===== src/rtl/bram_ring_uart_tx.sv =====
// Port-B consumer of a byte ring held in dual-port BRAM: fetches each pending byte and sends it as UART (8N1).
// Define TX_PARITY_EN to add an even-parity bit between the data bits and the stop bit.
`timescale 1ns/1ps

module bram_ring_uart_tx #(
  parameter int ADDR_W       = 12,
  parameter int CLKS_PER_BIT = 868
) (
  input  logic              clock,
  input  logic              reset,
  input  logic              enable,
  input  logic [ADDR_W-1:0] wr_ptr,
  output logic [ADDR_W-1:0] rd_ptr,
  output logic [ADDR_W-1:0] addrb,
  output logic              enb,
  input  logic [7:0]        doutb,
  output logic              tx,
  output logic              busy
);

  localparam int BAUD_W = (CLKS_PER_BIT > 1) ? $clog2(CLKS_PER_BIT) : 1;
  localparam logic [BAUD_W-1:0] BAUD_LAST = BAUD_W'(CLKS_PER_BIT - 1);

  typedef enum logic [2:0] {
    S_IDLE,
    S_FETCH,
    S_LOAD,
    S_START,
    S_DATA,
`ifdef TX_PARITY_EN
    S_PARITY,
`endif
    S_STOP
  } state_t;

  state_t              state, state_d;
  logic [BAUD_W-1:0]   baud_cnt, baud_d;
  logic [2:0]          bit_cnt, bit_d;
  logic [7:0]          shift, shift_d;
  logic                tx_d;
  logic                enb_d;
  logic [ADDR_W-1:0]   rd_ptr_d, addrb_d;
  logic                baud_last;
`ifdef TX_PARITY_EN
  logic                par_bit, par_d;
`endif

  assign baud_last = (baud_cnt == BAUD_LAST);
  assign busy      = (state != S_IDLE);

  // NOTE: sequential state uses non-blocking assignments so every register
  // samples the pre-edge values of the others, independent of statement order.
  always_ff @(posedge clock) begin
    if (reset) begin
      state    <= S_IDLE;
      baud_cnt <= '0;
      bit_cnt  <= '0;
      shift    <= '0;
      tx       <= 1'b1;
      enb      <= 1'b0;
      rd_ptr   <= '0;
      addrb    <= '0;
`ifdef TX_PARITY_EN
      par_bit  <= 1'b0;
`endif
    end else begin
      state    <= state_d;
      baud_cnt <= baud_d;
      bit_cnt  <= bit_d;
      shift    <= shift_d;
      tx       <= tx_d;
      enb      <= enb_d;
      rd_ptr   <= rd_ptr_d;
      addrb    <= addrb_d;
`ifdef TX_PARITY_EN
      par_bit  <= par_d;
`endif
    end
  end

  // Outputs are computed for the *next* state and registered, so tx and enb
  // line up exactly with the state they belong to and never glitch.
  // NOTE: every signal gets a default before the case so no path leaves it
  // unassigned, which would otherwise infer a latch.
  always_comb begin
    state_d  = state;
    baud_d   = '0;
    bit_d    = bit_cnt;
    shift_d  = shift;
    tx_d     = tx;
    enb_d    = 1'b0;
    rd_ptr_d = rd_ptr;
    addrb_d  = addrb;
`ifdef TX_PARITY_EN
    par_d    = par_bit;
`endif

    case (state)
      S_IDLE: begin
        tx_d = 1'b1;
        if (enable && (wr_ptr != rd_ptr)) begin
          state_d = S_FETCH;
          enb_d   = 1'b1;
          addrb_d = rd_ptr;
        end
      end

      S_FETCH: state_d = S_LOAD;

      S_LOAD: begin
        shift_d = doutb;
`ifdef TX_PARITY_EN
        par_d   = ^doutb;
`endif
        state_d = S_START;
        tx_d    = 1'b0;
      end

      S_START: begin
        if (baud_last) begin
          state_d = S_DATA;
          bit_d   = 3'd0;
          tx_d    = shift[0];
        end else begin
          baud_d  = baud_cnt + 1'b1;
        end
      end

      // The byte is shifted right as it goes out; shift[1] is the next bit.
      S_DATA: begin
        if (baud_last) begin
          if (bit_cnt == 3'd7) begin
`ifdef TX_PARITY_EN
            state_d = S_PARITY;
            tx_d    = par_bit;
`else
            state_d = S_STOP;
            tx_d    = 1'b1;
`endif
          end else begin
            bit_d   = bit_cnt + 1'b1;
            shift_d = shift >> 1;
            tx_d    = shift[1];
          end
        end else begin
          baud_d = baud_cnt + 1'b1;
        end
      end

`ifdef TX_PARITY_EN
      S_PARITY: begin
        if (baud_last) begin
          state_d = S_STOP;
          tx_d    = 1'b1;
        end else begin
          baud_d  = baud_cnt + 1'b1;
        end
      end
`endif

      // The byte is only consumed once its stop bit has fully gone out.
      S_STOP: begin
        tx_d = 1'b1;
        if (baud_last) begin
          state_d  = S_IDLE;
          rd_ptr_d = rd_ptr + 1'b1;
        end else begin
          baud_d   = baud_cnt + 1'b1;
        end
      end

      default: begin
        state_d = S_IDLE;
        tx_d    = 1'b1;
      end
    endcase
  end

endmodule


===== config.mk =====
export PLATFORM = sky130hd
export DESIGN_NAME = bram_ring_uart_tx
export DESIGN_NICKNAME = d
export VERILOG_FILES = /design/src/rtl/bram_ring_uart_tx.sv
export SDC_FILE = /design/constraint.sdc
export NUM_CORES = 1
export LEC_CHECK = 0
export BUFFER_PORTS_ARGS = -buffer_cell sky130_fd_sc_hd__buf_2
export CAP_MARGIN = 5
export CELL_PAD_IN_SITES_DETAIL_PLACEMENT = 1
export CELL_PAD_IN_SITES_GLOBAL_PLACEMENT = 1
export CORE_MARGIN = 4
export CORE_UTILIZATION = 44
export CTS_CLUSTER_SIZE = 12
export DETAILED_ROUTE_END_ITERATION = 12
export PLACE_DENSITY_LB_ADDON = 0.1
export SLEW_MARGIN = 20
export SYNTH_ARGS = -nofsm -noshare
export SYNTH_HDL_FRONTEND = slang
export SYNTH_SLANG_ARGS = --single-unit

===== constraint.sdc =====
create_clock -name clock -period 6.7 [get_ports clock]
set_input_delay 0.67 -clock clock [delete_from_list [all_inputs] [get_ports clock]]
set_output_delay 0.67 -clock clock [all_outputs]
set_load 0.01 [all_outputs]

==> flow_summary.ini, run 1 <==
[logic_synthesis]
synthCells = 283
synth_cell_types = 47
synth_edf_count = 0
syn_nets = 310
syn_area_per_cell_um2 = 9.07
seq_area_frac_synth = 0.390
synthFlopType = dfxtp_1
ys_seq_elements = 50
synthArstFlopShare = 0
synthesis.area_um2 = 2570
yosys_warnings = 0

[critical_path]
end_kind = flop
cp.buffers_inverters = 0
critPathTopFamily = simple AND/OR/NAND/NOR gates
cp_data_required_time_ns = 6.93
worst-path-max-fanout = 6
reg2reg_setup_slack_ns = 4.37
path_class = reg -> reg
path_cells = ha_1 > ha_1 > or4b_1 > a2111o_1 > or3_1 > a21oi_1
crit_end = bit_cnt[0]$_SDFFE_PP0P_
crit_cells = 6
cp.arrival_ns = 2.56
crit_path_frequent_cell = ha_1
slowest_delay_ns = 0.52
crit_path_start_kind = flop
reg2regPathDepth = 6
r2r-start = bit_cnt[0]$_SDFFE_PP0P_
startpoint = bit_cnt[0]$_SDFFE_PP0P_
r2r_end = bit_cnt[0]$_SDFFE_PP0P_
crit_slowest_cell = a2111o_1

[route]
postRouteAntennaNets = 0
via_per_inst = 5.43
route.detailed.drc = 0
drt_first_pass_iters = 4
dr_total_vias = 2156
wl_mm = 6.27
drt_iter0_markers = 123
wire_per_inst_um = 15.8

[clock_network]
numCtsBuffers = 5
cts-resized-gates = 0
clock_sinks = 50
clk_latency_ns = 0.30
cts_tree = built
post_cts_buffers = 0
clockRootBuffer = clkbuf_8
postCtsHoldBufs = 0
htreeDepth = 2
clk_pin_slew_worst_paths_ns = 0.09
clockBufferDepth = 2

[timing]
timing.fmax_mhz = 429
maxSlewHeadroom = 0.328
period_needed_ns = 2.33
rsz0062_at_grt = no
finalSetupViolCount = 0
finalSetupTns_ns = 0
worst_slew_pin_slew_ns = 1.00
finalHoldViolCount = 0
hold_ws_ns = 0.464
fin_crit_sh = 0.348
timing_max_transition_violations_final = 0
finClkSkew_ns = 0.00252

[placed_design]
io_buffer_count = 49
place_inst = 389
place.gp.congestion = 0.779
hpwl_mm = 4.53
dpl_cell_area_um2 = 2850

[cells_and_area]
mostFrequentLayoutCells = 50 x dfxtp_1, 49 x buf_2, 27 x nand2b_1, 27 x mux2i_1, 19 x xnor2_1
drive_gt1_frac = 0.215
final_cells = 397
layout_commonest_cell = dfxtp_1
fillerInstances = 682
diodes = 0
multiInputGateArea_um2 = 1480
synthToLayoutAreaGrowth_pct = 14.4
seqCellArea_um2 = 1000
fin_util = 0.527
nets = 351
finalInstanceArea_um2 = 2940

[run_status]
status = finished clean

[power_and_ir_drop]
powerDensity_nw_per_um2 = 192
irDropWorstVdd_v = 0.000117
p_leak_uw = 0.00109

[floorplanning]
dieArea_um2 = 7120
start_util = 0.461
die_y_um = 84.4
die_x_um = 84.4
row_count = 27
pin_count = 50
core_um2 = 5570

[worst_hold_path]
hp-class = reg -> reg
hp-start = bit_cnt[2]$_SDFFE_PP0P_

[global_route]
antenna_found_initial = 0
grt_pass1_vias = 2158
grt-ovfl-total = 0
grt_pass1_wl_mm = 10.8
grtUsageTotal = 0.184
grt_start_max_net_pins = 56

[flow_run]
cap_viol_max_count = 0
metal layers:
layer  up-vias  share of wire  GRT usage  routed length (um)
met5         -              0          0                   0
met4         0         0.0097     0.0518                  61
met1      1029           0.48      0.248                2980
li1       1088              -          -                   -
met3         6          0.038     0.0422                 240
met2        33           0.48      0.297                2990
cell type report:
| cell class | count | share of cell area |
|---|---|---|
| Multi-Input combinational cell | 212 | 0.505 |
| Timing Repair Buffer | 50 | 0.0860 |
| Clock inverter | 1 | 0.00170 |
| Tap cell | 72 | 0.0307 |
| Inverter | 5 | 0.00639 |
| Sequential cell | 50 | 0.341 |
| Clock buffer | 7 | 0.0294 |
tightest hold or removal path: cells and delay by family, from the launching register on:
kind / cells / cell delay (ns)
compound gates: 1 / 0.05
flops: 1 / 0.32
simple gates: 1 / 0.05
per-stage QoR:
stage / setup slack [ns] / total power, uW
after floorplan: 4.58 / 366
after global placement: 4.43 / 385
after detailed placement: 4.36 / 387
after CTS: 4.36 / 570
after global routing: 4.22 / 590
final: 4.37 / 563
where the power goes:
part | switching (uW) | internal (uW) | total [uW] | leakage (uW)
Sequential | 10.4 | 306 | 316 | 0.000405
Clock | 99.6 | 83.6 | 183 | 0.0000482
Combinational | 32.5 | 31.3 | 63.8 | 0.000633
Total | 142 | 421 | 563 | 0.00109
Yosys cell counts (2+ instances only):
cell | instances | share of area
dfxtp_1 | 50 | 0.39
mux2i_1 | 27 | 0.11
nand2b_1 | 27 | 0.066
xnor2_1 | 19 | 0.065
nor2_1 | 18 | 0.026
nand2_1 | 16 | 0.023
a21oi_1 | 14 | 0.027
clkbuf_1 | 11 | 0.016
nor3_1 | 11 | 0.021
nand3_1 | 9 | 0.018
or2_2 | 8 | 0.019
a311oi_1 | 7 | 0.024
nand4_1 | 7 | 0.017
inv_1 | 5 | 0.0073
buf_2 | 4 | 0.0078
ha_1 | 4 | 0.019
and3_1 | 3 | 0.0073
nor4_1 | 3 | 0.0073
or3_1 | 3 | 0.0073
a2111o_1 | 2 | 0.0088
a21o_1 | 2 | 0.0058
a31oi_1 | 2 | 0.0049
and4_1 | 2 | 0.0068
nor2b_1 | 2 | 0.0049
nor4b_1 | 2 | 0.0068
o21ai_0 | 2 | 0.0039
or2_0 | 2 | 0.0049
xor2_1 | 2 | 0.0068
worst min path at each step:
| stage | to | cells after the start |
|---|---|---|
| final | bit_cnt[2]$_SDFFE_PP0P_ | 2 |
| after global placement | baud_cnt[0]$_SDFF_PP0_ | 1 |
| after global routing | bit_cnt[2]$_SDFFE_PP0P_ | 2 |
| after CTS | bit_cnt[2]$_SDFFE_PP0P_ | 2 |
| after floorplan | baud_cnt[0]$_SDFF_PP0_ | 1 |
| after detailed placement | baud_cnt[0]$_SDFF_PP0_ | 1 |
kinds of logic (layout without fill, tap and decap cells):
| family | Yosys count | after routing | share of synthesized area |
|---|---|---|---|
| and+or+nand+nor | 120 | 120 | 0.263 |
| DFF | 50 | 50 | 0.390 |
| AOI/OAI and AO/OA | 40 | 40 | 0.116 |
| muxes | 27 | 27 | 0.105 |
| xor gates and xnor gates | 21 | 21 | 0.0716 |
| buffers and inverters | 21 | 63 | 0.0341 |
| adders and majority gates | 4 | 4 | 0.0195 |
flip-flops by register name, summed over array words and instances (netlist names):
name      cells
enb           1
bit_cnt       3
shift         8
addrb        12
rd_ptr       12
state         3
baud_cnt     10
tx            1
No activity file was read; power rests on OpenSTA's default activity.
==> run 2, diff against run 1 <==
--- a/config.mk
+++ b/config.mk
@@ -10,7 +10,7 @@
 export CELL_PAD_IN_SITES_DETAIL_PLACEMENT = 1
 export CELL_PAD_IN_SITES_GLOBAL_PLACEMENT = 1
 export CORE_MARGIN = 4
-export CORE_UTILIZATION = 44
+export CORE_UTILIZATION = 41
 export CTS_CLUSTER_SIZE = 12
 export DETAILED_ROUTE_END_ITERATION = 12
 export PLACE_DENSITY_LB_ADDON = 0.1
==> constraint.sdc (replaced) <==
create_clock -name clock -period 2.4 [get_ports clock]
set_input_delay 0.24 -clock clock [delete_from_list [all_inputs] [get_ports clock]]
set_output_delay 0.24 -clock clock [all_outputs]
set_load 0.01 [all_outputs]
==> run 2 against run 1 <==
Clock skew increased by 0.011 ns. Die area rose by 6.6%. Via count rose by 3.8%. Critical path depth did not move. Largest power group unchanged. Final cell count rose by 3.5%. First-iteration DRC count down 3.3%. Sequential power grew to 2.8 times the previous value. Hold slack got worse by 0.22 ns. Combinational power rose to 3.2 times the previous value.
==> flow_summary.ini, run 2 (synthesis results as in run 1) <==
[cells_and_area]
synthToLayoutAreaGrowth_pct = 18.3
drive_gt1_frac = 0.244
reg.largest.list = addrb (12), rd_ptr (12), baud_cnt (10)
nets = 362
layout_commonest_cell = dfxtp_1
mostFrequentLayoutCells = 50 x dfxtp_1, 49 x buf_2, 27 x nand2b_1, 27 x mux2i_1, 19 x xnor2_1
diodes = 0

[placed_design]
place.gp.congestion = 0.756
io_buffer_count = 49
hpwl_mm = 4.92

[clock_network]
clk_latency_ns = 0.31
clockRootBuffer = clkbuf_8
clockBufferDepth = 2
htreeDepth = 2
cts_tree = built
clk_pin_slew_worst_paths_ns = 0.10
postCtsHoldBufs = 0
numCtsBuffers = 5
post_cts_buffers = 0
clock_sinks = 50
cts-resized-gates = 0

[critical_path]
path_class = reg -> reg
crit_path_start_kind = flop
worst-path-max-fanout = 6
cp.arrival_ns = 2.49
end_kind = flop
cp_data_required_time_ns = 2.64

[route]
drt_iter0_markers = 119
dr_total_vias = 2237
route.detailed.drc = 0
wire_per_inst_um = 16.3
wl_mm = 6.68
via_per_inst = 5.44
drt_first_pass_iters = 4
postRouteAntennaNets = 0

[power_and_ir_drop]
clockPowerShare = 0.342
p_int_uw = 1210
powerDensity_nw_per_um2 = 538
p_comb_frac = 0.126
power_switching_uw = 420
power.total_uw = 1630
netSwitchingFraction = 0.257
irDropWorstVdd_v = 0.000241
p_leak_uw = 0.00115
seqPwrFrac = 0.532

[run_status]
status = finished clean

[timing]
rsz0062_at_grt = no
timing_max_transition_violations_final = 0
period_needed_ns = 2.25
finalSetupViolCount = 0
finClkSkew_ns = 0.0132
finalSetupTns_ns = 0
fin_crit_sh = 0.938
timing.fmax_mhz = 444
finalHoldViolCount = 0
worst_slew_pin_slew_ns = 0.825
maxSlewHeadroom = 0.450

[worst_hold_path]
hp-class = in -> reg

[floorplanning]
pin_count = 50
start_util = 0.429
row_count = 28
dieArea_um2 = 7590
die_x_um = 87.1
die_y_um = 87.1
core_um2 = 5990

[global_route]
grt-ovfl-total = 0
grt_pass1_vias = 2223
grt_start_max_net_pins = 56
grt_pass1_wl_mm = 11.0
grtUsageTotal = 0.182
antenna_found_initial = 0

[flow_run]
cap_viol_max_count = 0
-- run 2: cell count changes in the layout (fill, tap and decap cells not counted) --
cell      before  now
buf_4          1   12
clkbuf_1       1    0
clkbuf_8       6    7
clkinv_2       1    0
clkinv_4       0    1
-- run 2: path summary, 6_finish.rpt --
| path | from | to | slack (ns) | depth (start not counted) |
|---|---|---|---|---|
| setup reg to reg | bit_cnt[0]$_SDFFE_PP0P_ | bit_cnt[0]$_SDFFE_PP0P_ | 0.15 | 6 |
| setup / recovery | bit_cnt[0]$_SDFFE_PP0P_ | bit_cnt[0]$_SDFFE_PP0P_ | 0.15 | 6 |
| hold / removal | enable | state[0]$_SDFFE_PP0P_ | 0.25 | 3 |
| hold reg to reg | baud_cnt[0]$_SDFF_PP0_ | baud_cnt[0]$_SDFF_PP0_ | 0.47 | 1 |
-- run 2: worst max-delay path: stages, from the launching register on --
cell and delay, ns:
dfxtp_1 0.33, ha_1 0.20, ha_1 0.21, or4b_1 0.51, a2111o_1 0.46, or3_1 0.33, a21oi_1 0.14
-- run 2: layer usage --
layer / vias up / part of all wire / global-route usage
met2: 35 / 0.49 / 0.306
met3: 6 / 0.045 / 0.0473
met1: 1091 / 0.46 / 0.233
met4: 0 / 0.010 / 0.0460
met5: - / 0 / 0
li1: 1105 / - / -
-- run 2: per-stage QoR --
| step | hold WS, ns | setup slack (ns) | util | instances | cell area, um^2 |
|---|---|---|---|---|---|
| after global routing | 0.250 | 0.0338 | 0.507 | 411 | 3040 |
| final | 0.245 | 0.150 | 0.507 | 411 | 3040 |
| after detailed placement | 0.451 | 0.132 | 0.490 | 403 | 2930 |
| after global placement | 0.442 | 0.194 | 0.490 | 403 | 2930 |
| after CTS | 0.239 | 0.0992 | 0.507 | 411 | 3040 |
| after floorplan | 0.430 | 0.284 | - | 283 | 2570 |
-- run 2: final cells by class --
class | count | area [um^2]
Fill cell | 734 | 2950
Tap cell | 75 | 93.8
Multi-Input combinational cell | 212 | 1480
Inverter | 5 | 18.8
Timing Repair Buffer | 61 | 335
Clock inverter | 1 | 8.76
Clock buffer | 7 | 96.3
Sequential cell | 50 | 1000
-- run 2: power groups by stage --
stage	clock, uW	combinational (uW)	sequential [uW]
2_1_floorplan	0	136	887
3_3_place_gp	0	200	888
3_5_place_dp	0	207	887
4_1_cts	577	207	869
5_1_grt	611	228	872
6_report	559	206	869
==> run 3, diff against run 2 <==
--- a/config.mk
+++ b/config.mk
@@ -13,6 +13,7 @@
 export CORE_UTILIZATION = 41
 export CTS_CLUSTER_SIZE = 12
 export DETAILED_ROUTE_END_ITERATION = 12
+export GPL_TIMING_DRIVEN = 0
 export PLACE_DENSITY_LB_ADDON = 0.1
 export SLEW_MARGIN = 20
 export SYNTH_ARGS = -nofsm -noshare
==> run 3 against run 2 <==
Worst setup slack worse by 0.0014 ns. Via count is 1.8% higher. Wire length is 0.81% higher. Sequential power hardly changed. Combinational power is 3% lower. Non-clock buffer count is 5 higher. Clock power is 5.5% lower. Hold slack better by 0.026 ns. Die area stayed put. First-iteration DRC count is 19% higher. Total power is 2.1% lower. Largest cell class unchanged. Highest routed layer unchanged.
==> flow_summary.ini, run 3 (synthesis results as in run 1) <==
[run_status]
status = finished clean

[critical_path]
cp.arrival_ns = 2.49
worst-path-max-fanout = 6
cp_data_required_time_ns = 2.64
path_class = reg -> reg
reg2regPathDepth = 6
end_kind = flop
crit_path_start_kind = flop

[global_route]
antenna_found_initial = 0
grt_start_max_net_pins = 15
grt-ovfl-total = 0
grt_pass1_wl_mm = 11.3
grtUsageTotal = 0.187
grt_pass1_vias = 2260

[cells_and_area]
reg.largest.list = addrb (12), rd_ptr (12), baud_cnt (10)
nets = 367
mostFrequentLayoutCells = 52 x buf_2, 50 x dfxtp_1, 27 x nand2b_1, 27 x mux2i_1, 19 x xnor2_1
fillerInstances = 743
layout_commonest_cell = buf_2
seqCellArea_um2 = 1000
diodes = 0
drive_gt1_frac = 0.226
finalInstanceArea_um2 = 3030
fin_util = 0.505
multiInputGateArea_um2 = 1500
synthToLayoutAreaGrowth_pct = 17.8

[worst_hold_path]
hp-class = in -> reg
hold_depth = 3

[route]
wl_mm = 6.73
route.detailed.drc = 0
wire_per_inst_um = 16.2
drt_first_pass_iters = 4
dr_total_vias = 2278
drt_iter0_markers = 142
via_per_inst = 5.48
postRouteAntennaNets = 0

[timing]
worst_slew_pin_slew_ns = 0.713
finalHoldViolCount = 0
fin_crit_sh = 0.938
timing_max_transition_violations_final = 0
timing.fmax_mhz = 444
maxSlewHeadroom = 0.519
finalSetupViolCount = 0
rsz0062_at_grt = no
finClkSkew_ns = 0.00736
period_needed_ns = 2.25

[floorplanning]
core_um2 = 5990
die_x_um = 87.1
row_count = 28
die_y_um = 87.1
dieArea_um2 = 7590
pin_count = 50
start_util = 0.429

[clock_network]
clock_sinks = 50
numCtsBuffers = 5
clockRootBuffer = clkbuf_8
clk_latency_ns = 0.31
cts_tree = built
clk_pin_slew_worst_paths_ns = 0.09
clockBufferDepth = 2
htreeDepth = 2
postCtsHoldBufs = 0

[placed_design]
dpl_cell_area_um2 = 2900
hpwl_mm = 4.86
place.gp.congestion = 0.794
io_buffer_count = 48

[power_and_ir_drop]
powerDensity_nw_per_um2 = 528
irDropWorstVdd_v = 0.000240
p_leak_uw = 0.00113

[flow_run]
cap_viol_max_count = 0
-- run 3: what timing repair did --
action	4_1_cts	5_1_grt
setup buffers	0	2
pin swaps	0	3
endpoints found under the setup margin	3	19
endpoints found under the hold margin	0	0
gates resized for setup	1	4
-- run 3: power by group --
| group | switching, uW | internal, uW |
|---|---|---|
| Combinational | 109 | 91.2 |
| Sequential | 17.0 | 854 |
| Clock | 295 | 234 |
| Total | 420 | 1180 |
-- run 3: final cells by class --
cell class / count / area share
Sequential cell: 50 / 0.331
Tap cell: 75 / 0.0310
Timing Repair Buffer: 50 / 0.0844
Clock buffer: 7 / 0.0285
Buffer: 16 / 0.0232
Clock inverter: 1 / 0.00165
Inverter: 5 / 0.00620
Multi-Input combinational cell: 212 / 0.494
-- run 3: final timing paths --
path	start	slack, ns	endpoint
max	bit_cnt[0]$_SDFFE_PP0P_	0.15	bit_cnt[0]$_SDFFE_PP0P_
min	enable	0.27	state[0]$_SDFFE_PP0P_
max reg2reg	bit_cnt[0]$_SDFFE_PP0P_	0.15	bit_cnt[0]$_SDFFE_PP0P_
min reg2reg	baud_cnt[0]$_SDFF_PP0_	0.47	baud_cnt[0]$_SDFF_PP0_
-- run 3: metrics by stage --
step | hold WS [ns] | setup slack (ns) | setup TNS (ns) | instances | power [uW]
detailed placement | 0.457 | -0.0135 | -0.0266 | 406 | 1090
CTS | 0.254 | 0.0542 | 0 | 414 | 1620
global placement | 0.442 | 0.0127 | 0 | 406 | 1080
global route | 0.293 | 0.0210 | 0 | 416 | 1670
finish | 0.271 | 0.148 | 0 | 416 | 1600
floorplan | 0.430 | 0.284 | 0 | 283 | 1020
-- run 3: layer usage --
metal  part of all wire  track usage  up-vias
met1               0.47        0.254     1100
li1                   -            -     1116
met5                  0            0        -
met2               0.46        0.295       47
met3              0.043       0.0360       15
met4              0.020       0.0642        0
-- run 3: worst max-delay path: stages, from the launching register on --
cell and delay (ns):
dfxtp_1 0.33, ha_1 0.20, ha_1 0.21, or4b_4 0.51, a2111o_1 0.46, or3_1 0.33, a21oi_1 0.14
